File: src/rtl/uart_pkg.sv
// Shared rate table and increment arithmetic for the fractional baud generator.
package uart_pkg;

   typedef logic [2:0] baud_sel_t;

   localparam int unsigned NUM_RATES = 8;

   localparam longint unsigned BAUD_TABLE [NUM_RATES] = '{
      64'd300, 64'd1200, 64'd4800, 64'd9600,
      64'd19200, 64'd38400, 64'd57600, 64'd115200
   };

   // round(baud * os * 2^acc_w / clk_hz), kept in 64 bits so it folds at elaboration.
   function automatic logic [63:0] calc_inc(
      input longint unsigned baud,
      input longint unsigned clk_hz,
      input int unsigned     os,
      input int unsigned     acc_w
   );
      longint unsigned num;
      num = (baud * longint'(os)) << acc_w;
      return (num + (clk_hz / 64'd2)) / clk_hz;
   endfunction

endpackage

File: src/rtl/baud_rate_generator_if.sv
// Control and strobe bundle between the baud generator and the UART blocks.
interface baud_rate_generator_if
   import uart_pkg::*;
#(
   parameter int unsigned OVERSAMPLE = 16
);

   localparam int unsigned IDX_W = $clog2(OVERSAMPLE);

   logic             enable;
   baud_sel_t        baud_select;
   logic             restart;
   logic             sample_ENABLE;
   logic             tx_ENABLE;
   logic             mid_sample;
   logic [IDX_W-1:0] sample_index;

   modport master (
      output enable,
      output baud_select,
      output restart,
      input  sample_ENABLE,
      input  tx_ENABLE,
      input  mid_sample,
      input  sample_index
   );

   modport slave (
      input  enable,
      input  baud_select,
      input  restart,
      output sample_ENABLE,
      output tx_ENABLE,
      output mid_sample,
      output sample_index
   );

endinterface

File: src/rtl/baud_rate_generator_phase_accumulator.sv
// Phase accumulator: wraps modulo 2^ACC_W, reports the wrap combinationally and registered.
module phase_accumulator #(
   parameter int unsigned ACC_W = 32
) (
   input  logic             clk,
   input  logic             reset,
   input  logic             clear,
   input  logic             advance,
   input  logic [ACC_W-1:0] inc,
   output logic             wrap,
   output logic             carry
);

   logic [ACC_W-1:0] acc;
   logic [ACC_W:0]   sum;

   assign sum  = {1'b0, acc} + {1'b0, inc};
   assign wrap = sum[ACC_W];

   always_ff @(posedge clk) begin
      if (reset || clear) begin
         acc   <= '0;
         carry <= 1'b0;
      end else if (advance) begin
         acc   <= sum[ACC_W-1:0];
         carry <= wrap;
      end else begin
         carry <= 1'b0;
      end
   end

endmodule

File: src/rtl/baud_rate_generator.sv
// Fractional baud generator: oversample, bit and mid-bit strobes plus in-bit sample index.
module baud_rate_generator
   import uart_pkg::*;
#(
   parameter longint unsigned CLK_HZ     = 50_000_000,
   parameter int unsigned     OVERSAMPLE = 16,
   parameter int unsigned     ACC_W      = 32
) (
   input logic                   clk,
   input logic                   reset,
   baud_rate_generator_if.slave  bus
);

   localparam int unsigned CNT_W = $clog2(OVERSAMPLE);
   localparam logic [CNT_W-1:0] CNT_ONE  = CNT_W'(1);
   localparam logic [CNT_W-1:0] CNT_HALF = CNT_W'(OVERSAMPLE / 2);

   if (OVERSAMPLE < 4 || (OVERSAMPLE & (OVERSAMPLE - 1)) != 0) begin : g_bad_os
      $error("OVERSAMPLE must be a power of two and at least 4");
   end

   if (ACC_W < 2 || ACC_W > 63) begin : g_bad_accw
      $error("ACC_W must be in 2..63");
   end

   logic [ACC_W-1:0] inc_rom [NUM_RATES];

   for (genvar s = 0; s < NUM_RATES; s++) begin : g_rom
      localparam logic [63:0] INC64 = calc_inc(BAUD_TABLE[s], CLK_HZ, OVERSAMPLE, ACC_W);
      assign inc_rom[s] = INC64[ACC_W-1:0];
      if (INC64 == 64'd0 || INC64 >= (64'd1 << ACC_W)) begin : g_bad_inc
         $error("baud increment out of range for accumulator width");
      end
   end

   baud_sel_t        sel_q;
   logic [CNT_W-1:0] cnt;
   logic [CNT_W-1:0] cnt_next;
   logic             tx_q;
   logic             mid_q;
   logic             realign;
   logic             wrap;
   logic             carry;
   logic [ACC_W-1:0] inc;

   // Restart and a rate change share one path: both zero the phase and the count.
   assign realign  = bus.restart || (bus.baud_select != sel_q);
   assign inc      = inc_rom[sel_q];
   assign cnt_next = cnt + CNT_ONE;

   phase_accumulator #(
      .ACC_W(ACC_W)
   ) u_phase (
      .clk     (clk),
      .reset   (reset),
      .clear   (realign),
      .advance (bus.enable),
      .inc     (inc),
      .wrap    (wrap),
      .carry   (carry)
   );

   always_ff @(posedge clk) begin
      if (reset) begin
         sel_q <= bus.baud_select;
         cnt   <= '0;
         tx_q  <= 1'b0;
         mid_q <= 1'b0;
      end else begin
         tx_q  <= 1'b0;
         mid_q <= 1'b0;
         if (realign) begin
            sel_q <= bus.baud_select;
            cnt   <= '0;
         end else if (bus.enable && wrap) begin
            cnt   <= cnt_next;
            tx_q  <= (cnt_next == '0);
            mid_q <= (cnt_next == CNT_HALF);
         end
      end
   end

   // The registered accumulator carry is the oversample strobe itself.
   assign bus.sample_ENABLE = carry;
   assign bus.tx_ENABLE     = tx_q;
   assign bus.mid_sample    = mid_q;
   assign bus.sample_index  = cnt;

endmodule
File: src/flat_wrapper.sv
// flat-port wrapper written by rule: the top's interface ports become plain ports
module baud_rate_generator_flat import uart_pkg::*;
#(
   parameter longint unsigned CLK_HZ     = 50_000_000,
   parameter int unsigned     OVERSAMPLE = 16,
   parameter int unsigned     ACC_W      = 32
)
  (clk, reset, bus_enable, bus_baud_select, bus_restart, bus_sample_ENABLE, bus_tx_ENABLE, bus_mid_sample, bus_sample_index);
  baud_rate_generator_if #(.OVERSAMPLE(OVERSAMPLE)) bus_i ();
  input logic clk;
  input logic reset;
  input wire logic [$bits(bus_i.enable)-1:0] bus_enable;
  input wire logic [$bits(bus_i.baud_select)-1:0] bus_baud_select;
  input wire logic [$bits(bus_i.restart)-1:0] bus_restart;
  output wire logic [$bits(bus_i.sample_ENABLE)-1:0] bus_sample_ENABLE;
  output wire logic [$bits(bus_i.tx_ENABLE)-1:0] bus_tx_ENABLE;
  output wire logic [$bits(bus_i.mid_sample)-1:0] bus_mid_sample;
  output wire logic [$bits(bus_i.sample_index)-1:0] bus_sample_index;
  assign bus_i.enable = bus_enable;
  assign bus_i.baud_select = bus_baud_select;
  assign bus_i.restart = bus_restart;
  assign bus_sample_ENABLE = bus_i.sample_ENABLE;
  assign bus_tx_ENABLE = bus_i.tx_ENABLE;
  assign bus_mid_sample = bus_i.mid_sample;
  assign bus_sample_index = bus_i.sample_index;
  baud_rate_generator #(.CLK_HZ(CLK_HZ), .OVERSAMPLE(OVERSAMPLE), .ACC_W(ACC_W)) u_core (.clk(clk), .reset(reset), .bus(bus_i));
endmodule
File: config.mk
export PLATFORM = sky130hd
export DESIGN_NAME = baud_rate_generator_flat
export DESIGN_NICKNAME = d
export VERILOG_FILES = /design/src/rtl/uart_pkg.sv /design/src/rtl/baud_rate_generator_if.sv /design/src/rtl/baud_rate_generator_phase_accumulator.sv /design/src/rtl/baud_rate_generator.sv /design/src/flat_wrapper.sv
export SDC_FILE = /design/constraint.sdc
export NUM_CORES = 1
export LEC_CHECK = 0
export ABC_CLOCK_PERIOD_IN_PS = 6100
export BUFFER_PORTS_ARGS = -buffer_cell sky130_fd_sc_hd__buf_2
export CAP_MARGIN = 20
export CORE_UTILIZATION = 45
export CTS_BUF_LIST = sky130_fd_sc_hd__clkbuf_8
export DETAILED_ROUTE_END_ITERATION = 7
export SYNTH_ARGS = -nofsm -noshare
export SYNTH_HDL_FRONTEND = slang
export SYNTH_SLANG_ARGS = --single-unit
export TNS_END_PERCENT = 1
File: constraint.sdc
create_clock -name clk -period 6.1 [get_ports clk]
set_clock_uncertainty 0.1 [all_clocks]
set_input_delay 0.305 -clock clk [delete_from_list [all_inputs] [get_ports clk]]
set_output_delay 0.305 -clock clk [all_outputs]
set_load 0.03 [all_outputs]
==> impl_metrics.json, run 1 <==
{
  "run_status": "finished clean",
  "rsz0062_at_grt": "no",
  "r2r-end": "u_core.u_phase.acc[22]$_SDFFE_PP0P_",
  "cts_hold_buffers": 0,
  "layout-drive-gt1-share_pct": 7.333,
  "grt_antenna_before_repair": 0,
  "totalWireLength_um": 8123,
  "cts-buffers-inserted": 5,
  "drc": 0,
  "hold_path_depth": 1,
  "critical_path.startpoint": "u_core.sel_q[2]$_DFFE_PP_",
  "syn-num-nets": 488,
  "postPlaceCellArea_sq_um": 3512,
  "nets": 493,
  "ys_types": 56,
  "final_design_area_excluding_fillers_sq_um": 3626,
  "synth-edff-count": 3,
  "grt_start_max_net_pins": 27,
  "routed_via_density": 5.636,
  "worstPathArrival_ns": 3.92,
  "cts_num_sinks": 42,
  "final_common_cell": "sky130_fd_sc_hd__nor2_1",
  "core_sq_um": 7253,
  "cp_max_fo": 21,
  "gp_congestion": 0.9954,
  "r2r_setup_slack_ns": 2.28,
  "wl_per_cell_um": 14.80,
  "placement_rows": 31,
  "critical_path_required_ns": 6.20,
  "worst_r2r_path_depth": 12,
  "fillers": 730,
  "synth_cells": 444,
  "startpoint_type": "flip-flop",
  "initial_utilization_pct": 46.54,
  "worst_slack_ns": 2.283,
  "ctsRootBufferMaster": "sky130_fd_sc_hd__clkbuf_8",
  "cts_repair_resize_count": 0,
  "maxCapViolCount": 0,
  "place_ws_ns": 2.372,
  "number_of_buffers_on_the_longest_clock_path": 2,
  "fin_tns_setup_ns": 0,
  "route.vias.total": 3094,
  "antenna_violating_nets_post_route": 0,
  "detail_route.iter0.violations": 182,
  "layout.area.seq_sq_um": 870.8,
  "place.detailed.hpwl_um": 6179,
  "worstSetupPathType": "flip-flop to flip-flop",
  "drt_pre_antenna_iters": 4,
  "finalHoldViolations": 0,
  "layout_overhead_on_the_synthesized_area_pct": 7.413,
  "first_global_vias": 2804,
  "synth-seq-area-share_pct": 25.80,
  "synth_top_flop_cell": "sky130_fd_sc_hd__dfxtp_1",
  "fp.dieArea_sq_um": 7852,
  "worstMarginPinSlew_ns": 0.9394,
  "worst_hold_path_type": "primary input to flip-flop",
  "report.final.setup_viol": 0,
  "ys_async_sr_fraction_pct": 0,
  "n_antenna_cell": 0,
  "drv_slew": 0,
  "vdd_ir_drop_max_mv": 0.1155,
  "postSynthRegisterBits": 42,
  "critical_path.endpoint_type": "flip-flop",
  "grt_remaining_overflow": 0,
  "mappedNetlistArea_sq_um": 3376,
  "h-tree-depth": 2,
  "fin_crit_sh_pct": 62.57,
  "global_route_wire_length_before_repair_um": 13890,
  "post_cts.repair.setup_buffers": 0,
  "yosys_warnings": 0,
  "min_period_ns": 3.817,
  "hold-path-endpoint": "u_core.sel_q[1]$_DFFE_PP_",
  "worst_setup_hold_path_clk_slew_ns": 0.10,
  "leakage_nw": 1.593,
  "insertion_delay_ns": 0.31,
  "p_per_area_nw_per_um2": 178.3,
  "pin_count": 14,
  "max_clock_freq_ghz": 0.2620,
  "chipWidth_um": 88.61,
  "max_slew_margin_pct": 37.37,
  "synth_area_per_cell_sq_um": 7.603,
  "cts_tree": "yes",
  "multi_input_comb_area_sq_um": 2366,
  "grtUsageTotal_pct": 22.99,
  "crit-reg2reg-launch": "u_core.sel_q[2]$_DFFE_PP_",
  "min_from": "bus_baud_select[1]",
  "die_height_um": 88.61,
  "place.port_buffers": 13,
  "final_cell_mix": "sky130_fd_sc_hd__nor2_1, sky130_fd_sc_hd__a21oi_1, sky130_fd_sc_hd__nand2_1"
}
## state kept, by name (all words and copies together), names as in the netlist
name and flops:
u_core.sel_q 3, u_core.bus.mid_sample 1, u_core.u_phase.carry 1, u_core.bus.tx_ENABLE 1, u_core.bus.sample_index 4, u_core.u_phase.acc 32
## power by group
| group | switching [W] | leakage (nW) | total (W) | internal [W] |
|---|---|---|---|---|
| Sequential | 0.00000623 | 0.346 | 0.000287 | 0.000280 |
| Combinational | 0.0000799 | 1.20 | 0.000127 | 0.0000467 |
| Clock | 0.000111 | 0.0504 | 0.000233 | 0.000122 |
| Total | 0.000198 | 1.59 | 0.000647 | 0.000449 |
## final cells by class
class	count	share of cell area (%)
clock buffer	5	1.898
clock inverter	3	1.242
inverter	19	1.967
multi-input combinational	366	65.25
sequential	42	24.02
tap	99	3.416
timing repair buffer	15	2.208
## metal layers
| metal | up-vias | share of wire [%] | GRT usage, % |
|---|---|---|---|
| met4 | 0 | 1.2 | 5.718 |
| li1 | 1588 | - | - |
| met5 | - | 0 | 0 |
| met3 | 8 | 4.3 | 3.265 |
| met1 | 1442 | 51 | 34.11 |
| met2 | 56 | 44 | 34.83 |
## critical path, cell delays in order (launching register included)
cell and delay (ns):
sky130_fd_sc_hd__edfxtp_1 0.75, sky130_fd_sc_hd__clkinv_1 0.39, sky130_fd_sc_hd__o21ai_0 0.33, sky130_fd_sc_hd__inv_1 0.09, sky130_fd_sc_hd__fa_1 0.42, sky130_fd_sc_hd__nand2b_1 0.18
sky130_fd_sc_hd__a21oi_1 0.16, sky130_fd_sc_hd__nor2_1 0.10, sky130_fd_sc_hd__o21ai_1 0.35, sky130_fd_sc_hd__a32oi_1 0.18, sky130_fd_sc_hd__a41oi_1 0.36, sky130_fd_sc_hd__mux2i_1 0.22
sky130_fd_sc_hd__nand2_1 0.06
## kinds of logic (layout without fill, tap and decap cells)
logic type / after synthesis / in the layout / share of synthesized area [%]
and+or+nand+nor: 179 / 179 / 24.87
AOI/OAI and AO/OA: 113 / 113 / 21.13
DFF: 42 / 42 / 25.80
adders and majority gates: 37 / 37 / 13.94
buffers and inverters: 36 / 42 / 4.114
xor gates and xnor gates: 22 / 22 / 5.708
muxes: 15 / 15 / 4.448
## how the worst max path moves through the flow
stage                                                    endpoint  slack, ns  depth (start not counted)
final                         u_core.u_phase.acc[22]$_SDFFE_PP0P_       2.28                         12
after global routing      u_core.bus.sample_index[3]$_SDFFE_PP0P_       1.93                         12
after CTS                 u_core.bus.sample_index[3]$_SDFFE_PP0P_       2.34                         12
after detailed placement  u_core.bus.sample_index[3]$_SDFFE_PP0P_       2.37                         12
after global placement        u_core.u_phase.acc[22]$_SDFFE_PP0P_       2.45                         12
after floorplan           u_core.bus.sample_index[3]$_SDFFE_PP0P_       2.87                         15
## synthesized netlist by cell type, drive strengths merged, types with 2 or more instances
cell / number / share of area (%)
and3: 7 / 1.3
and2: 4 / 0.74
clkbuf: 11 / 1.2
mux2i: 15 / 4.4
dfxtp: 39 / 23
or3: 6 / 1.1
a32oi: 2 / 0.52
a21o: 12 / 2.7
nor4: 3 / 0.56
nand4: 7 / 1.3
nor2: 54 / 6.0
nor3: 13 / 2.1
a21oi: 50 / 7.5
nand2: 48 / 5.4
ha: 36 / 13
nand3: 21 / 3.1
o211ai: 3 / 0.82
o21bai: 2 / 0.44
buf: 6 / 0.78
a31o: 3 / 0.78
a211oi: 2 / 0.59
edfxtp: 3 / 2.7
a21boi: 4 / 0.89
nor2b: 5 / 0.93
nand2b: 6 / 1.1
xor2: 11 / 2.9
o21ai: 23 / 3.5
xnor2: 11 / 2.9
inv: 18 / 2.0
o211a: 2 / 0.59
## stage by stage
stage	utilization (%)	instances	total power (W)	hold slack, ns
6_report	49.99	549	0.0006466	0.09441
5_1_grt	49.99	549	0.0006813	0.08873
3_3_place_gp	48.42	541	0.0004180	0.3533
4_1_cts	49.99	549	0.0006527	0.08861
2_1_floorplan	-	444	0.0003896	0.3039
3_5_place_dp	48.42	541	0.0004176	0.3617
(Power assumes the default switching activity.)
==> run 2: changes to the inputs <==
--- a/config.mk
+++ b/config.mk
@@ -5,7 +5,8 @@
 export SDC_FILE = /design/constraint.sdc
 export NUM_CORES = 1
 export LEC_CHECK = 0
-export ABC_CLOCK_PERIOD_IN_PS = 6100
+export ABC_AREA = 1
+export ABC_CLOCK_PERIOD_IN_PS = 3300
 export BUFFER_PORTS_ARGS = -buffer_cell sky130_fd_sc_hd__buf_2
 export CAP_MARGIN = 20
 export CORE_UTILIZATION = 45
==> constraint.sdc (replaced) <==
create_clock -name clk -period 3.3 [get_ports clk]
set_clock_uncertainty 0.1 [all_clocks]
set_input_delay 0.165 -clock clk [delete_from_list [all_inputs] [get_ports clk]]
set_output_delay 0.165 -clock clk [all_outputs]
set_load 0.03 [all_outputs]
==> impl_metrics.json, run 2 <==
{
  "highest_layer": "met4",
  "top_post_synthesis_cells_by_area": "sky130_fd_sc_hd__nand2_1, sky130_fd_sc_hd__dfxtp_1, sky130_fd_sc_hd__inv_1, sky130_fd_sc_hd__ha_1, sky130_fd_sc_hd__nor2_1",
  "max_slew_margin_pct": 49.38,
  "critical_path.most_common_cell": "sky130_fd_sc_hd__nand2_1",
  "totalWireLength_um": 12040,
  "crit_path_cell_trace": "inv_1 -> ha_1 -> nand2_1 -> inv_1 -> nor2_1 -> inv_1 -> ha_1 -> nand3_1 -> nand3_1 -> nand2_1 -> nand2_1 -> nand2_1 -> nand2_1 -> xor2_1 -> o21ai_1 -> inv_1",
  "layout-drive-gt1-share_pct": 6.564,
  "fp.dieArea_sq_um": 9988,
  "cts_tree": "yes",
  "grt_antenna_before_repair": 0,
  "met2WireLength_um": 5205,
  "leakage_nw": 2.751,
  "synth-adder-area-share_pct": 10.90,
  "routed_via_density": 4.865,
  "nets": 820,
  "main_combinational_cell_family_by_area_after_synthesis": "simple AND/OR/NAND/NOR gates",
  "synth_area_per_cell_sq_um": 5.665,
  "fin_crit_sh_pct": 89.09,
  "ys_types": 37,
  "n_antenna_cell": 0,
  "number_of_buffers_on_the_longest_clock_path": 2,
  "worst_setup_hold_path_clk_slew_ns": 0.10,
  "synthSimpleGateAreaFrac_pct": 41.94,
  "place.detailed.hpwl_um": 9649,
  "post_synth_mux_area_share_pct": 0,
  "drc": 0,
  "largest-register": "u_core.u_phase.acc",
  "h-tree-depth": 2,
  "global_route_wire_length_before_repair_um": 19620,
  "ys_async_sr_fraction_pct": 0,
  "critical_path.endpoint_type": "flip-flop",
  "worstPathArrival_ns": 3.05,
  "postLayoutCoreUtil_pct": 49.88,
  "worst_r2r_path_depth": 16,
  "antenna_violating_nets_post_route": 0,
  "power.switching_fraction_pct": 34.74,
  "placement_rows": 35,
  "chipWidth_um": 99.94,
  "finalHoldViolations": 0,
  "fin_tns_setup_ns": 0,
  "place.port_buffers": 13,
  "initial_utilization_pct": 46.50,
  "rsz0062_at_grt": "no",
  "cts-buffers-inserted": 5,
  "met1_wire_length_um": 5931,
  "synth-seq-area-share_pct": 20.17,
  "yosys_warnings": 0,
  "drt_pre_antenna_iters": 5,
  "layout_overhead_on_the_synthesized_area_pct": 7.275,
  "grt_remaining_overflow": 0,
  "synth_compound_area_share_pct": 8.116,
  "crit-reg2reg-launch": "u_core.sel_q[1]$_DFFE_PP_",
  "sequentialPowerShare_pct": 40.8,
  "maxCapViolCount": 0,
  "timing.critical_path.slowest_stage_cell": "sky130_fd_sc_hd__edfxtp_1",
  "final_common_cell": "sky130_fd_sc_hd__nand2_1",
  "p_per_area_nw_per_um2": 280.0,
  "report.final.setup_viol": 0,
  "die_height_um": 99.94,
  "power.switching_w": 0.0004505,
  "yosys.area.top_type": "sky130_fd_sc_hd__nand2_1",
  "critical_path.startpoint": "u_core.sel_q[1]$_DFFE_PP_",
  "worstMarginPinSlew_ns": 0.7593,
  "postSynthRegisterBits": 42,
  "grt_start_max_net_pins": 35,
  "largest_reg_flops": 32,
  "synth_cells": 762,
  "run_status": "finished clean",
  "min_period_ns": 2.940,
  "grtUsageTotal_pct": 25.56,
  "core_sq_um": 9284,
  "detail_route.iter0.violations": 247,
  "final_cell_mix": "sky130_fd_sc_hd__nand2_1, sky130_fd_sc_hd__inv_1, sky130_fd_sc_hd__nor2_1",
  "vdd_ir_drop_max_mv": 0.1649,
  "first_global_vias": 4121,
  "critical_path_required_ns": 3.41,
  "cell_internal_pwr_w": 0.0008464,
  "post-synth-top-count-cell": "sky130_fd_sc_hd__nand2_1",
  "max_clock_freq_ghz": 0.3401,
  "cp_max_fo": 8,
  "post_synth_xor_area_fraction_pct": 3.652,
  "wl_per_cell_um": 13.29,
  "insertion_delay_ns": 0.32,
  "synth_top_area_share_pct": 21.91,
  "pin_count": 14,
  "route.vias.total": 4408,
  "worstSetupPathType": "flip-flop to flip-flop",
  "drv_slew": 0,
  "min_from": "bus_enable",
  "ctsRootBufferMaster": "sky130_fd_sc_hd__clkbuf_8",
  "synth.top_cells.by_count": "sky130_fd_sc_hd__nand2_1, sky130_fd_sc_hd__inv_1, sky130_fd_sc_hd__nor2_1, sky130_fd_sc_hd__nand3_1, sky130_fd_sc_hd__dfxtp_1",
  "cts_repair_resize_count": 0,
  "worst_hold_path_type": "primary input to flip-flop",
  "cts_num_sinks": 42,
  "gp_congestion": 1.023,
  "startpoint_type": "flip-flop",
  "wl_met3_um": 699,
  "synth_top_flop_cell": "sky130_fd_sc_hd__dfxtp_1",
  "mappedNetlistArea_sq_um": 4317,
  "syn-num-nets": 806,
  "fraction_of_power_consumed_by_the_clock_network_pct": 35.1,
  "hold_path_depth": 3,
  "synth-edff-count": 3,
  "share_comb_of_total_power_pct": 24.2,
  "slowest_delay_ns": 0.52
}
## run 2: power groups by stage
stage / clock, W / combinational (W) / sequential (W)
3_5_place_dp: 0 / 0.000307 / 0.000540
4_1_cts: 0.000464 / 0.000311 / 0.000529
5_1_grt: 0.000479 / 0.000355 / 0.000530
3_3_place_gp: 0 / 0.000305 / 0.000540
6_report: 0.000455 / 0.000313 / 0.000529
2_1_floorplan: 0 / 0.000231 / 0.000537
## run 2: final cells by class
cell class | instances | area (sq um)
clock inverter | 3 | 43.79
sequential | 42 | 870.8
clock buffer | 5 | 68.82
timing repair buffer | 19 | 117.6
tap | 129 | 161.4
fill | 1025 | 4653
inverter | 154 | 579.3
multi-input combinational | 554 | 2789
## run 2: kinds of logic (layout without fill, tap and decap cells)
kind of cell | count (synthesis) | in the layout
simple gates | 435 | 435
compound gates | 64 | 64
buf+inv | 166 | 181
fa+ha+maj | 37 | 37
xor+xnor | 18 | 18
flops | 42 | 42
## run 2: per-layer routing
metal | vias up | track usage [%]
met5 | - | 0
met4 | 0 | 6.787
met3 | 14 | 2.716
met2 | 116 | 43.34
met1 | 1937 | 34.50
li1 | 2341 | -
## run 2: worst paths after layout
| check | to | slack [ns] |
|---|---|---|
| worst max-delay path | u_core.u_phase.acc[13]$_SDFFE_PP0P_ | 0.36 |
| worst min-delay path | u_core.u_phase.acc[0]$_SDFFE_PP0P_ | 0.36 |
| worst max register to register | u_core.u_phase.acc[13]$_SDFFE_PP0P_ | 0.36 |
| worst min register to register | u_core.u_phase.acc[0]$_SDFFE_PP0P_ | 0.38 |
## run 2: what timing repair did
action / in CTS / in global routing
hold buffers: 3 / 0
buffers inserted: 0 / 0
endpoints found under the hold margin: 3 / 0
## run 2: stage by stage
| step | hold slack [ns] | instances | instance area [sq um] | power [W] | setup WS (ns) |
|---|---|---|---|---|---|
| floorplan | 0.1639 | 762 | 4317 | 0.0007685 | 0.7634 |
| global placement | 0.2688 | 895 | 4488 | 0.0008452 | 0.4130 |
| detailed placement | 0.2722 | 895 | 4488 | 0.0008473 | 0.3588 |
| CTS | 0.3609 | 906 | 4631 | 0.001303 | 0.3354 |
| global route | 0.4153 | 906 | 4631 | 0.001363 | 0.03829 |
| finish | 0.3576 | 906 | 4631 | 0.001297 | 0.3599 |
## run 2: worst max-delay path: cells and delay by family (launching register included)
kind            cells  cell delay (ns)
compound gates      1             0.13
fa+ha+maj           2             0.56
simple gates        8             0.95
flops               1             0.52
buf+inv             4             0.41
xor+xnor            1             0.18
